==> config.mk <==
export PLATFORM = sky130hd
export DESIGN_NAME = seven_segment_mux
export DESIGN_NICKNAME = d
export VERILOG_FILES = /design/src/rtl/seven_segment_mux.sv
export SDC_FILE = /design/constraint.sdc
export NUM_CORES = 1
export LEC_CHECK = 0
export CORE_ASPECT_RATIO = 1.1
export CORE_UTILIZATION = 28
export CTS_CLUSTER_SIZE = 16
export DETAILED_ROUTE_END_ITERATION = 12
export MAX_ROUTING_LAYER = met4
export PLACE_DENSITY_LB_ADDON = 0.12
export SLEW_MARGIN = 20
export SYNTH_ARGS = -nofsm -noshare
export SYNTH_HDL_FRONTEND = slang
export SYNTH_SLANG_ARGS = --single-unit
==> constraint.sdc <==
create_clock -name i_Clk -period 2.9 [get_ports i_Clk]
set_clock_uncertainty 0.05 [all_clocks]
set_input_delay 0.58 -clock i_Clk [delete_from_list [all_inputs] [get_ports i_Clk]]
set_output_delay 0.58 -clock i_Clk [all_outputs]
set_load 0.01 [all_outputs]
==> src/rtl/seven_segment_mux.sv <==
// Time-multiplexed N-digit hex seven-segment driver with dead-time between
// digit slots, per-digit decimal points and optional leading-zero blanking.
module seven_segment_mux #(
  parameter int unsigned NUM_DIGITS       = 4,
  parameter int unsigned CLKS_PER_DIGIT   = 25000,
  parameter int unsigned DEAD_CLKS        = 250,
  parameter bit          SEG_ACTIVE_LOW   = 1'b1,
  parameter bit          DIGIT_ACTIVE_LOW = 1'b1
) (
  input  logic                    i_Clk,
  input  logic                    i_Rst,
  input  logic                    i_Load,
  input  logic [4*NUM_DIGITS-1:0] i_Value,
  input  logic [NUM_DIGITS-1:0]   i_Dp,
  input  logic                    i_Blank_Lz,
  output logic [6:0]              o_Segments,
  output logic                    o_Dp,
  output logic [NUM_DIGITS-1:0]   o_Digit_En,
  output logic                    o_Frame_Tick
);

  localparam int unsigned CntW = (CLKS_PER_DIGIT > 1) ? $clog2(CLKS_PER_DIGIT) : 1;
  localparam int unsigned IdxW = (NUM_DIGITS > 1) ? $clog2(NUM_DIGITS) : 1;

  localparam logic [CntW-1:0]       CntLast = CntW'(CLKS_PER_DIGIT - 1);
  localparam logic [IdxW-1:0]       IdxLast = IdxW'(NUM_DIGITS - 1);
  // Physical "off" levels for the output pins
  localparam logic [6:0]            SegOff  = SEG_ACTIVE_LOW ? 7'h7F : 7'h00;
  localparam logic                  DpOff   = SEG_ACTIVE_LOW;
  localparam logic [NUM_DIGITS-1:0] DigOff  = DIGIT_ACTIVE_LOW ? '1 : '0;

  logic [CntW-1:0]         cnt_q, cnt_d;
  logic [IdxW-1:0]         idx_q, idx_d;
  logic                    wrap_q, wrap_d;
  logic [4*NUM_DIGITS-1:0] shadow_q;
  logic [NUM_DIGITS-1:0]   shadow_dp_q;
  logic [6:0]              seg_q, seg_d;
  logic                    dp_q, dp_d;
  logic [NUM_DIGITS-1:0]   dig_en_q, dig_en_d;
  logic                    tick_q;

  logic                    slot_last;
  logic                    in_dead;
  logic [3:0]              nib;
  logic                    dp_bit;
  logic                    blank;
  logic                    upper_zero;
  logic [6:0]              lit_seg;
  logic [NUM_DIGITS-1:0]   en_oh;

  // Hex nibble to segments A..G, lit = 1
  function automatic logic [6:0] hex_to_seg(input logic [3:0] n);
    logic [6:0] s;
    unique case (n)
      4'h0: s = 7'h7E;
      4'h1: s = 7'h30;
      4'h2: s = 7'h6D;
      4'h3: s = 7'h79;
      4'h4: s = 7'h33;
      4'h5: s = 7'h5B;
      4'h6: s = 7'h5F;
      4'h7: s = 7'h70;
      4'h8: s = 7'h7F;
      4'h9: s = 7'h7B;
      4'hA: s = 7'h77;
      4'hB: s = 7'h1F;
      4'hC: s = 7'h4E;
      4'hD: s = 7'h3D;
      4'hE: s = 7'h4F;
      4'hF: s = 7'h47;
    endcase
    return s;
  endfunction

  // Slot counter and digit index sequencing
  always_comb begin
    slot_last = (cnt_q == CntLast);
    in_dead   = (32'(cnt_q) < DEAD_CLKS);
    cnt_d     = slot_last ? '0 : cnt_q + 1'b1;
    idx_d     = idx_q;
    if (slot_last) begin
      idx_d = (idx_q == IdxLast) ? '0 : idx_q + 1'b1;
    end
    wrap_d = slot_last && (idx_q == IdxLast);
  end

  // Select the current nibble; blank it if it and every higher nibble are zero
  always_comb begin
    nib        = 4'h0;
    dp_bit     = 1'b0;
    blank      = 1'b0;
    upper_zero = 1'b1;
    for (int j = NUM_DIGITS - 1; j >= 0; j--) begin
      upper_zero = upper_zero && (shadow_q[4*j +: 4] == 4'h0);
      if (IdxW'(j) == idx_q) begin
        nib    = shadow_q[4*j +: 4];
        dp_bit = shadow_dp_q[j];
        blank  = i_Blank_Lz && (j != 0) && upper_zero;
      end
    end
  end

  // Next output values, converted to pin polarity
  always_comb begin
    seg_d    = SegOff;
    dp_d     = DpOff;
    dig_en_d = DigOff;
    lit_seg  = blank ? 7'h00 : hex_to_seg(nib);
    en_oh    = '0;
    en_oh[idx_q] = 1'b1;
    if (!in_dead) begin
      seg_d    = SEG_ACTIVE_LOW ? ~lit_seg : lit_seg;
      dp_d     = SEG_ACTIVE_LOW ? ~dp_bit : dp_bit;
      dig_en_d = DIGIT_ACTIVE_LOW ? ~en_oh : en_oh;
    end
  end

  // Scan state, shadow registers and registered outputs
  always_ff @(posedge i_Clk) begin
    if (i_Rst) begin
      cnt_q       <= '0;
      idx_q       <= '0;
      wrap_q      <= 1'b0;
      shadow_q    <= '0;
      shadow_dp_q <= '0;
      seg_q       <= SegOff;
      dp_q        <= DpOff;
      dig_en_q    <= DigOff;
      tick_q      <= 1'b0;
    end else begin
      cnt_q    <= cnt_d;
      idx_q    <= idx_d;
      wrap_q   <= wrap_d;
      seg_q    <= seg_d;
      dp_q     <= dp_d;
      dig_en_q <= dig_en_d;
      // wrap_q marks that the previous edge closed the last digit slot
      tick_q   <= wrap_q;
      if (i_Load) begin
        shadow_q    <= i_Value;
        shadow_dp_q <= i_Dp;
      end
    end
  end

  assign o_Segments   = seg_q;
  assign o_Dp         = dp_q;
  assign o_Digit_En   = dig_en_q;
  assign o_Frame_Tick = tick_q;

endmodule
==> results by group <==
Clock network
  – Post_cts resized: 0
  – Clk_lat worst skew: 310 ps
  – Clock Sinks: 51
  – Clk buf depth: 2
  – CTS root buffer: clkbuf_8
  – TritonCTS Buffers: 5
  – Number of setup buffers added after CTS: 0
  – Clock-pin slew on the worst setup and hold paths: 100 ps
  – Cts hold-fix bufs: 0
  – H-Tree Depth: 2
  – TritonCTS clock tree: yes

Finish
  – Seq. cell area: 1021 um2
  – Fill count: 880
  – Antenna Cells: 0
  – Share of cells above drive strength 1: 0.08741
  – Area growth syn-to-layout: 23.89%
  – Multi-input gate area: 1202 um2
  – Layout Nets: 320

Logic synthesis
  – Top-area cell type share of the netlist area: 0.4380
  – EDFF count, synth: 0
  – Sequential share of the synthesized area: 0.4380
  – Post-Syn Area per Cell: 9.361 um2
  – Post-Syn Area: 2331 um2
  – Async set-reset flop share out of synthesis: 0
  – Synth top area cells: dfxtp_1, mux2i_1, nor2_1
  – Leading area contributor after synthesis: dfxtp_1
  – Synth unique cells: 45
  – Mapped Cells: 249
  – Post-Syn Nets: 284
  – Synth warn: 0
  – Synth Flop Type: dfxtp_1
  – #FFs+latches synth: 51

Routing
  – First-pass DRT Iterations: 4
  – DRC Markers: 0
  – Drt wl/cell: 12.51 um
  – DRT Wirelength: 4928 um
  – Routed Antenna Nets: 0
  – Via density: 4.500
  – Starting DRT DRC Count: 32
  – Via count: 1773

Timing
  – Final hold violations: 0
  – Setup WS post-layout: 473.4 ps
  – Fmax: 412.1 MHz
  – Slew Viols, Final: 0
  – Count of final setup violators: 0
  – Slew @ Worst Pin: 484.5 ps
  – Final setup TNS: 0 ps
  – RSZ-0062 raised after global routing: no
  – Period Utilization, post-route: 0.8368
  – Rel. slew slack: 0.6736
  – Fin crit period: 2427 ps
  – WHS: 403.6 ps

Global route
  – Initial antenna violation count: 0
  – GRT Total Usage: 0.1313
  – Vias in the first global route: 1878
  – Largest net degree at the start of global routing: 25
  – GRT overflow: 0
  – First-pass GRT wire length: 8604 um

Power and ir drop
  – VDD IR max: 0.0001751 V
  – Leak: 1.102 nW
  – PwrDens: 472.7 nW/um2

Critical path
  – Crit end category: register
  – Crit-path max FO: 9
  – Critical path launch point type: register
  – Crit path DAT: 2630 ps
  – Kind of critical path: register to register
  – WP data required: 3110 ps
  – FF-to-FF setup slack: 470 ps

Run status
  – Outcome: finished clean

Floorplan
  – Boundary Pins: 37
  – Row Count: 34
  – Core area: 7998 um2
  – Die width: 89.00 um
  – Initial Utilization: 0.2915
  – Die ar.: 8694 um2
  – Die height: 97.70 um

Hold path
  – Worst Hold Class: register to register

Placement
  – Final GP Congestion: 0.7914
  – PortBufs: 36
  – Placement Setup Slack: 485.4 ps
  – DP HPWL: 3621 um

Run
  – MaxCap Viol Count: 0
## logic make-up after synthesis
logic type	count (synthesis)	share of synthesized area
buf+inv	18	0.04617
simple gates	96	0.1932
xor+xnor	13	0.04885
compound gates	30	0.08428
mux	30	0.1304
fa+ha+maj	11	0.05904
flops	51	0.4380
## synthesized netlist by cell type, types with 2 or more instances
cell type,instances
dfxtp_1,51
nor2_1,44
mux2i_1,27
nand2_1,25
ha_1,11
a21oi_1,8
nand3_1,8
xor2_1,8
inv_1,7
o21ai_0,7
clkbuf_1,5
xnor2_1,5
nor3_1,4
o221ai_1,4
mux2_2,3
buf_2,2
nor4_1,2
## routing by layer
layer	track usage	vias up	share of wire
met3	0.02974	5	0.033
met2	0.2160	29	0.49
met5	-	-	0
li1	-	917	-
met4	0.03663	0	0.010
met1	0.1597	822	0.46
## final cells by class
class / instances / area share
well taps: 108 / 0.04679
inverters: 7 / 0.009099
clock buffers: 5 / 0.02383
clock inverters: 3 / 0.01516
flip-flops and latches: 51 / 0.3536
repair buffers: 40 / 0.1352
multi-input cells: 180 / 0.4164
## path summary, 6_finish.rpt
| check | start | end | depth (start not counted) |
|---|---|---|---|
| worst min-delay path | cnt_q[0] | cnt_q[0] | 1 |
| worst min register to register | cnt_q[0] | cnt_q[0] | 1 |
| worst max-delay path | idx_q[0] | o_Segments[3] | 11 |
| worst max register to register | idx_q[0] | o_Segments[3] | 11 |
## cells in the final DEF, fill, tap and decap left out, drive strengths merged, types with 5 or more instances in the layout
cell | synthesis | final
xnor2 | 5 | 5
ha | 11 | 11
a21oi | 8 | 8
nand2 | 25 | 25
clkbuf | 6 | 5
o21ai | 9 | 9
nor3 | 5 | 5
nand3 | 8 | 8
xor2 | 8 | 8
dfxtp | 51 | 51
mux2i | 27 | 27
inv | 7 | 7
nor2 | 44 | 44
clkdlybuf4s50 | 0 | 36
## critical path, cell delays in order, from the launching register on
cell and delay (ps):
dfxtp_1 410, inv_1 80, ha_1 320, nor3_1 190
or2_0 290, o21ai_0 160, buf_4 170, inv_1 90
ha_1 250, a21oi_1 90, a22o_1 220, nand2_1 60
## stage by stage
stage	instance area (um2)	power (mW)	instances	util
after global routing	2888	1.429	394	0.3611
after detailed placement	2775	0.8802	386	0.3470
after CTS	2888	1.386	394	0.3611
after floorplan	2331	0.8290	249	-
final	2888	1.365	394	0.3611
after global placement	2775	0.8802	386	0.3470
## flip-flops by register name, indices dropped and copies added, names as in the netlist
| signal | flops |
|---|---|
| cnt_q | 15 |
| idx_q | 2 |
| o_Digit_En | 4 |
| o_Dp | 1 |
| o_Frame_Tick | 1 |
| o_Segments | 7 |
| shadow_dp_q | 4 |
| shadow_q | 16 |
| wrap_q | 1 |
## report_power, final
| group | switching [mW] | total (mW) | internal, mW | leakage (nW) |
|---|---|---|---|---|
| Combinational | 0.0586 | 0.126 | 0.0675 | 0.628 |
| Clock | 0.245 | 0.503 | 0.257 | 0.0581 |
| Sequential | 0.0161 | 0.736 | 0.720 | 0.416 |
| Total | 0.320 | 1.36 | 1.04 | 1.10 |
Power figures use the tool's default switching activity.
